<file path="src/rtl/mem_access_ctrl.sv">
// mem_access_ctrl: MEM-stage load/store sequencer for a word-only data memory.
// Accepts one request at a time (req_valid/req_ready), extracts and extends
// loaded bytes/halfwords, flags misaligned accesses, and performs sub-word
// stores by read-modify-write.
// Optional build macro MEM_BYTE_WE_EN: memory has byte write enables, so SB/SH
// are issued as a single masked write with lane-replicated data.
// Ports:
//   clk, rst_n                  clock, synchronous active-low reset
//   req_valid/req_ready         request handshake (ready only in IDLE)
//   req_op/req_addr/req_wdata   operation, byte address, store data
//   resp_valid/resp_rdata       one-cycle completion pulse and load result
//   resp_misalign               completion was a misaligned-access fault
//   busy                        controller not in IDLE
//   mem_en/mem_we/mem_be        memory strobe, write, byte enables
//   mem_addr/mem_wdata          word address and write data (held when idle)
//   mem_rdata                   read data, valid RD_LAT cycles after issue
module mem_access_ctrl #(
   parameter int unsigned RD_LAT = 1
) (
   input  logic        clk,
   input  logic        rst_n,
   input  logic        req_valid,
   output logic        req_ready,
   input  logic [2:0]  req_op,
   input  logic [31:0] req_addr,
   input  logic [31:0] req_wdata,
   output logic        resp_valid,
   output logic [31:0] resp_rdata,
   output logic        resp_misalign,
   output logic        busy,
   output logic        mem_en,
   output logic        mem_we,
   output logic [3:0]  mem_be,
   output logic [31:0] mem_addr,
   output logic [31:0] mem_wdata,
   input  logic [31:0] mem_rdata
);

   localparam logic [2:0] OP_LB  = 3'b000;
   localparam logic [2:0] OP_LH  = 3'b001;
   localparam logic [2:0] OP_LW  = 3'b010;
   localparam logic [2:0] OP_LBU = 3'b011;
   localparam logic [2:0] OP_LHU = 3'b100;
   localparam logic [2:0] OP_SB  = 3'b101;
   localparam logic [2:0] OP_SH  = 3'b110;
   localparam logic [2:0] OP_SW  = 3'b111;

   localparam logic [1:0] LAT_LAST = 2'(RD_LAT - 1);

   typedef enum logic [2:0] {IDLE, RD_ISSUE, RD_WAIT, WRITE, RESP} state_t;

   state_t      state, state_next;
   logic [2:0]  op_q;
   logic [1:0]  addr_lo_q;
   logic        misalign_q;
   logic [1:0]  lat_cnt;
   logic [31:0] rdata_q;
   logic [31:0] mem_addr_q;
   logic [31:0] mem_wdata_q;

   logic        req_misalign;
   logic        req_is_load;
   logic        op_is_load;
   logic [7:0]  rd_byte;
   logic [15:0] rd_half;
   logic [31:0] load_ext;
   logic [3:0]  write_be;
`ifndef MEM_BYTE_WE_EN
   logic [15:0] wdata_q;
   logic [31:0] merged;
`endif

   assign req_is_load = (req_op <= OP_LHU);
   assign op_is_load  = (op_q <= OP_LHU);

   always_comb begin
      req_misalign = 1'b0;
      case (req_op)
         OP_LH, OP_LHU, OP_SH: req_misalign = req_addr[0];
         OP_LW, OP_SW:         req_misalign = |req_addr[1:0];
         default:              req_misalign = 1'b0;
      endcase
   end

   // Little-endian lane extraction and extension of the returned word
   always_comb begin
      rd_byte  = mem_rdata[8*addr_lo_q +: 8];
      rd_half  = addr_lo_q[1] ? mem_rdata[31:16] : mem_rdata[15:0];
      load_ext = mem_rdata;
      case (op_q)
         OP_LB:   load_ext = {{24{rd_byte[7]}}, rd_byte};
         OP_LBU:  load_ext = {24'h0, rd_byte};
         OP_LH:   load_ext = {{16{rd_half[15]}}, rd_half};
         OP_LHU:  load_ext = {16'h0, rd_half};
         default: load_ext = mem_rdata;
      endcase
   end

`ifndef MEM_BYTE_WE_EN
   always_comb begin
      merged = mem_rdata;
      if (op_q == OP_SB)
         merged[8*addr_lo_q +: 8] = wdata_q[7:0];
      else if (addr_lo_q[1])
         merged[31:16] = wdata_q;
      else
         merged[15:0] = wdata_q;
   end

   assign write_be = 4'hF;
`else
   always_comb begin
      write_be = 4'hF;
      case (op_q)
         OP_SB:   write_be = 4'b0001 << addr_lo_q;
         OP_SH:   write_be = addr_lo_q[1] ? 4'b1100 : 4'b0011;
         default: write_be = 4'hF;
      endcase
   end
`endif

   always_comb begin
      state_next = state;
      case (state)
         IDLE: begin
            if (req_valid) begin
               if (req_misalign)
                  state_next = RESP;
               else if (req_is_load)
                  state_next = RD_ISSUE;
               else if (req_op == OP_SW)
                  state_next = WRITE;
               else
`ifdef MEM_BYTE_WE_EN
                  state_next = WRITE;
`else
                  state_next = RD_ISSUE;
`endif
            end
         end
         RD_ISSUE: state_next = RD_WAIT;
         RD_WAIT:  if (lat_cnt == 2'd0) state_next = op_is_load ? RESP : WRITE;
         WRITE:    state_next = RESP;
         RESP:     state_next = IDLE;
         default:  state_next = IDLE;
      endcase
   end

   always_ff @(posedge clk) begin
      if (!rst_n) begin
         state       <= IDLE;
         op_q        <= '0;
         addr_lo_q   <= '0;
         misalign_q  <= 1'b0;
         lat_cnt     <= '0;
         rdata_q     <= '0;
         mem_addr_q  <= '0;
         mem_wdata_q <= '0;
`ifndef MEM_BYTE_WE_EN
         wdata_q     <= '0;
`endif
      end else begin
         state <= state_next;
         case (state)
            IDLE: begin
               if (req_valid) begin
                  op_q       <= req_op;
                  addr_lo_q  <= req_addr[1:0];
                  misalign_q <= req_misalign;
                  rdata_q    <= '0;
`ifndef MEM_BYTE_WE_EN
                  wdata_q    <= req_wdata[15:0];
`endif
                  // Memory-facing registers only move when an access will follow
                  if (!req_misalign) begin
                     mem_addr_q <= {req_addr[31:2], 2'b00};
                     if (req_op == OP_SW)
                        mem_wdata_q <= req_wdata;
`ifdef MEM_BYTE_WE_EN
                     else if (req_op == OP_SB)
                        mem_wdata_q <= {4{req_wdata[7:0]}};
                     else if (req_op == OP_SH)
                        mem_wdata_q <= {2{req_wdata[15:0]}};
`endif
                  end
               end
            end
            RD_ISSUE: lat_cnt <= LAT_LAST;
            RD_WAIT: begin
               if (lat_cnt != 2'd0)
                  lat_cnt <= lat_cnt - 2'd1;
               else if (op_is_load)
                  rdata_q <= load_ext;
`ifndef MEM_BYTE_WE_EN
               else
                  mem_wdata_q <= merged;
`endif
            end
            default: ;
         endcase
      end
   end

   // Outputs are forced low while reset is asserted, even before the first edge
   assign req_ready     = rst_n && (state == IDLE);
   assign busy          = rst_n && (state != IDLE);
   assign resp_valid    = rst_n && (state == RESP);
   assign resp_misalign = resp_valid && misalign_q;
   assign resp_rdata    = resp_valid ? rdata_q : '0;
   assign mem_en        = rst_n && ((state == RD_ISSUE) || (state == WRITE));
   assign mem_we        = rst_n && (state == WRITE);
   assign mem_be        = mem_we ? write_be : '0;
   assign mem_addr      = rst_n ? mem_addr_q : '0;
   assign mem_wdata     = rst_n ? mem_wdata_q : '0;

endmodule
</file>
<file path="config.mk">
export PLATFORM = sky130hd
export DESIGN_NAME = mem_access_ctrl
export DESIGN_NICKNAME = d
export VERILOG_FILES = /design/src/rtl/mem_access_ctrl.sv
export SDC_FILE = /design/constraint.sdc
export NUM_CORES = 1
export LEC_CHECK = 0
export CORE_MARGIN = 3
export CORE_UTILIZATION = 30
export DETAILED_ROUTE_END_ITERATION = 6
export PLACE_DENSITY = 0.56
export REMOVE_ABC_BUFFERS = 1
export SLEW_MARGIN = 15
export SYNTH_ARGS = -nofsm -noshare
export SYNTH_HDL_FRONTEND = slang
export SYNTH_SLANG_ARGS = --single-unit
</file>
<file path="constraint.sdc">
create_clock -name clk -period 6.55 [get_ports clk]
set_clock_uncertainty 0.1 [all_clocks]
set_input_delay 1.31 -clock clk [delete_from_list [all_inputs] [get_ports clk]]
set_output_delay 1.31 -clock clk [all_outputs]
set_load 0.01 [all_outputs]
</file>
==> flow_summary.json <==
{
  "slew_violations": 0,
  "ant_nets": 0,
  "numPortBuffers": 205,
  "drt-initial-drc-count": 455,
  "hold_path_class": "register to register",
  "clock_sinks": 121,
  "cts_hold_buf": 0,
  "crit_fanout": 47,
  "ctsResizeCount": 0,
  "tightest_slew_ps": 1150,
  "num_rows": 55,
  "synth_edf_count": 0,
  "cts-buffers-inserted": 17,
  "maxCapViolCount": 0,
  "cts_root_buf": "clkbuf_16",
  "yosys-top-cells-area": "dfxtp_1 34%, and2_1 9.0%, mux2i_1 7.3%",
  "chipHeight_microns": 160,
  "antenna_found_initial": 1,
  "netlist_area_sq_um": 7130,
  "cellLeakagePower_nw": 3.72,
  "max_freq_ghz": 0.219,
  "clock_latency_ps": 420,
  "start_util_pct": 31.0,
  "startpoint_type": "primary input",
  "grt_overflow_total": 0,
  "syn_to_final_growth_pct": 38.7,
  "mostFrequentLayoutCell": "clkdlybuf4s50_1",
  "core_sq_um": 23000,
  "grt_pass1_wl_microns": 38800,
  "synth.distinct_cells": 67,
  "cts_setup_buffers": 0,
  "vias": 6871,
  "nets": 1131,
  "track_usage_pct": 19.0,
  "grt_max_degree": 80,
  "synth_top_cell_by_area": "dfxtp_1",
  "drc": 0,
  "yosysSeqAreaShare_pct": 34.0,
  "htreeDepth": 4,
  "vdd_drop_max_v": 0.000171,
  "dieArea_sq_um": 25700,
  "max_stage_delay_ps": 580,
  "clk_pin_slew_ps": 60,
  "synthArstFlopShare_pct": 0,
  "relSlewSlack_pct": 22.8,
  "netlist_instances": 863,
  "hpwl_microns": 17500,
  "required_ps": 5140,
  "synth_area_per_cell_sq_um": 8.26,
  "yosys_register_bits": 121,
  "cts.path.max_buffers": 2,
  "firstDrtPassIters": 5,
  "grt_pass1_vias": 6491,
  "setup_tns_ps": 0,
  "dpl_worst_slack_ps": 1950,
  "cpLargestDelayFamily": "buffers and inverters",
  "die_w_microns": 160,
  "synth_flop_cell": "dfxtp_1",
  "rsz0062_at_grt": "no",
  "final_cell_mix": "204 x clkdlybuf4s50_1, 120 x dfxtp_1, 103 x and2_1, 88 x nand2_1, 73 x a21oi_1",
  "path_cells": "buf_2 -> inv_2 -> buf_4 -> nor3_1 -> clkdlybuf4s50_1",
  "wl_per_cell_microns": 18.4,
  "hold_viol_final": 0,
  "cp.arrival_ps": 3160,
  "setup_violations": 0,
  "cpMaxStageDelayCell": "buf_4",
  "routed_via_density": 5.09,
  "wl_microns": 24800,
  "outcome": "complete, no violations",
  "drive_gt1_share_pct": 7.92,
  "yosysWarnings": 0,
  "cp-end-kind": "primary output",
  "setup_ws_ps": 1980,
  "synth_top_area_share_pct": 34.0,
  "path_class": "primary input to primary output",
  "power_density_nw_per_um2": 237,
  "io_pins": 208,
  "fin_crit_sh_pct": 69.8,
  "cts_tree": "done",
  "layout_min_cycle_time_ps": 4570,
  "worst-path-buf-inv": 4,
  "gp_congestion": 0.837
}
-- path summary, 6_finish.rpt --
check,from,endpoint,slack [ps],cells after the start
worst max-delay path,rst_n,req_ready,1980,5
worst min-delay path,rdata_q[24]$_SDFFE_PN0P_,rdata_q[24]$_SDFFE_PN0P_,340,2
worst max register to register,state[1]$_SDFFE_PN0P_,rdata_q[12]$_SDFFE_PN0P_,3380,5
worst min register to register,rdata_q[24]$_SDFFE_PN0P_,rdata_q[24]$_SDFFE_PN0P_,340,2
-- metal layers --
metal,GRT usage (%),wire length [microns],vias up
li1,-,-,3416
met1,26.3,11600,3220
met2,29.2,11300,196
met3,3.87,1190,39
met4,6.79,663,0
met5,0,0,-
-- power breakdown --
| group | internal (mW) | leakage [nW] | switching (mW) |
|---|---|---|---|
| Sequential | 0.787 | 0.984 | 0.0509 |
| Combinational | 0.226 | 2.45 | 0.292 |
| Clock | 0.625 | 0.286 | 0.360 |
-- per-stage QoR --
step	hold WS (ps)	util [%]	power, mW	cells	instance area [sq um]
3_5_place_dp	337	40.3	1.37	1316	9270
3_3_place_gp	330	40.3	1.37	1316	9270
2_1_floorplan	317	-	1.14	787	6730
4_1_cts	347	43.0	2.36	1347	9880
5_1_grt	363	43.0	2.45	1349	9890
6_report	344	43.0	2.34	1349	9890
-- cell type report --
class | count | area, sq um
Fill cell | 2367 | 13100
Multi-Input combinational cell | 651 | 4270
Sequential cell | 121 | 2420
Timing Repair Buffer | 217 | 2140
Clock buffer | 20 | 467
Tap cell | 313 | 392
Clock inverter | 11 | 146
Inverter | 15 | 56.3
Antenna cell | 1 | 2.50
-- state kept, by name (all words and copies together) (netlist names) --
register / cells
mem_addr_q: 30
addr_lo_q: 2
op_q: 3
rdata_q: 32
misalign_q: 1
lat_cnt: 2
wdata_q: 16
mem_wdata_q: 32
state: 3
-- Yosys cell counts, drive strengths merged (4+ instances only) --
master and instances:
or4 7, clkbuf 36, a21oi 73, o22ai 17
nor3 4, inv 15, buf 41, or3 7
nand2 88, and2 103, a211oi 40, nand2b 10
o41ai 5, mux2i 55, ha 6, a2bb2oi 6
a21o 8, a2111oi 6, dfxtp 121, nor2b 5
mux2 13, a221oi 32, nor2 74, o21ai 49
-- worst register-to-register path, delay by kind of cell (launching register included) --
family / cells / cell delay, ps
flops: 1 / 690
compound gates: 2 / 440
simple gates: 3 / 1900
-- cells by family (layout without fill, tap and decap cells) --
group	Yosys count	after routing	synth area share, %
XOR/XNOR	1	1	0.123
multiplexers	69	69	10.5
adder cells (fa/ha/maj)	7	7	1.19
AO/OA/AOI/OAI	253	253	24.2
other	1	3	0.0526
buffers and inverters	92	263	6.51
flip-flops	121	121	34.0
AND/OR/NAND/NOR	319	319	23.5
Power figures use the tool's default switching activity.
==> edit, RTL diff (same settings) <==
Add a define of `MEM_BYTE_WE_EN`.
--- a/src/rtl/mem_access_ctrl.sv
+++ b/src/rtl/mem_access_ctrl.sv
@@ -14,6 +14,8 @@
 //   mem_en/mem_we/mem_be        memory strobe, write, byte enables
 //   mem_addr/mem_wdata          word address and write data (held when idle)
 //   mem_rdata                   read data, valid RD_LAT cycles after issue
+`define MEM_BYTE_WE_EN
+
 module mem_access_ctrl #(
    parameter int unsigned RD_LAT = 1
 ) (
Behaviour: not the same (a bounded check fails within 4 cycles, from zero or initial values and one cycle with rst_n low).
==> edit against the original RTL <==
- register-to-register slack gained 0.07 ns
- combinational power fell by 24%
- total power down 30%
- sequential cell count is 16 lower
- wire length decreased by 24%
- cell count shrank 16%
- global-route usage shrank 1.1 points
- cell area is 18% lower
- synthesized area decreased by 20%
- setup slack improved by 0.22 ns
- die area fell by 19%
- utilization is 1.3 points higher
- critical path type unchanged
- critical endpoint is now mem_addr[30]
==> edit: results <==
[sta]
holdWs_ns = 0.3613
period_share_pct = 66.46
worst_slew_pin_slew_ns = 1.033

[pwr]
power_leakage_nw = 3.434
intPower_mw = 1.131
powerComb_mw = 0.392
ir_worst_vdd_uv = 128.9
p_seq_share_pct = 44.4

[drt]
wirelength_um = 18710
drt-vias-per-instance = 5.080
drt_iter0_markers = 366

[final_layout]
drive_gt1_share_pct = 4.070
diodes = 0
finalNetCount = 1008
final_cell_count_no_fill = 1138
fillers = 1892

[worst_setup_path]
path_max_fanout = 139
worstSetupEndpoint = "mem_addr[30]"
worst_path_max_delay_cell = "clkdlybuf4s50_1"
crit_path_max_incr_delay_ns = 0.54
r2r_slack_ns = 3.45
r2r-start = "op_q[2]"
reg2reg_to = "rdata_q[11]"
critical_path_arrival_ns = 2.94

[place]
dpl-instance-area_mm2 = 0.007879
place_congestion = 0.7762

[yosys]
yosys.area_share.adder_pct = 0.2181
ys_seq_area_share_pct = 36.63
synth_mux_area_share_pct = 6.498
synth_compound_area_share_pct = 24.92
synth_top_cells_by_area = "dfxtp_1, nand2_1, o21ai_0, mux2i_1, and2_1"
syn_avg_cell_area_um2 = 7.702
synthDistinctLibCells = 56

[min_path]
holdCritStartpoint = "rdata_q[1]"

[global_routing]
grt_max_degree = 140
antenna_found_initial = 0
track_usage_pct = 17.89
grt_pass1_vias = 5573

[run_status]
outcome = "completed"

[clock_network]
htree_levels = 3
[edit: cell count changes after synthesis, moves of 32 or more]
cell	before	now
nand3_1	3	64
and2_1	103	54
nor2_1	71	5
a211oi_1	40	1
a221oi_1	32	0
inv_1	14	54
o21ai_0	37	81
a21oi_1	73	24
[edit: metal layers]
layer / track usage, % / part of all wire (%) / routed length, µm / vias to the layer above
met4: 4.075 / 0.99 / 185 / 0
met2: 26.68 / 42 / 7897 / 201
li1: - / - / - / 2904
met5: 0 / 0 / 0 / -
met1: 23.99 / 46 / 8692 / 2663
met3: 7.771 / 10 / 1932 / 13
[edit: layout make-up]
type / instances / area (µm²) / share of cell area [%]
tap: 229 / 286.5 / 3.516
timing repair buffer: 214 / 2130 / 26.13
sequential: 105 / 2102 / 25.79
clock buffer: 10 / 239.0 / 2.933
clock inverter: 5 / 31.28 / 0.3838
inverter: 55 / 206.4 / 2.533
multi-input combinational: 520 / 3154 / 38.71
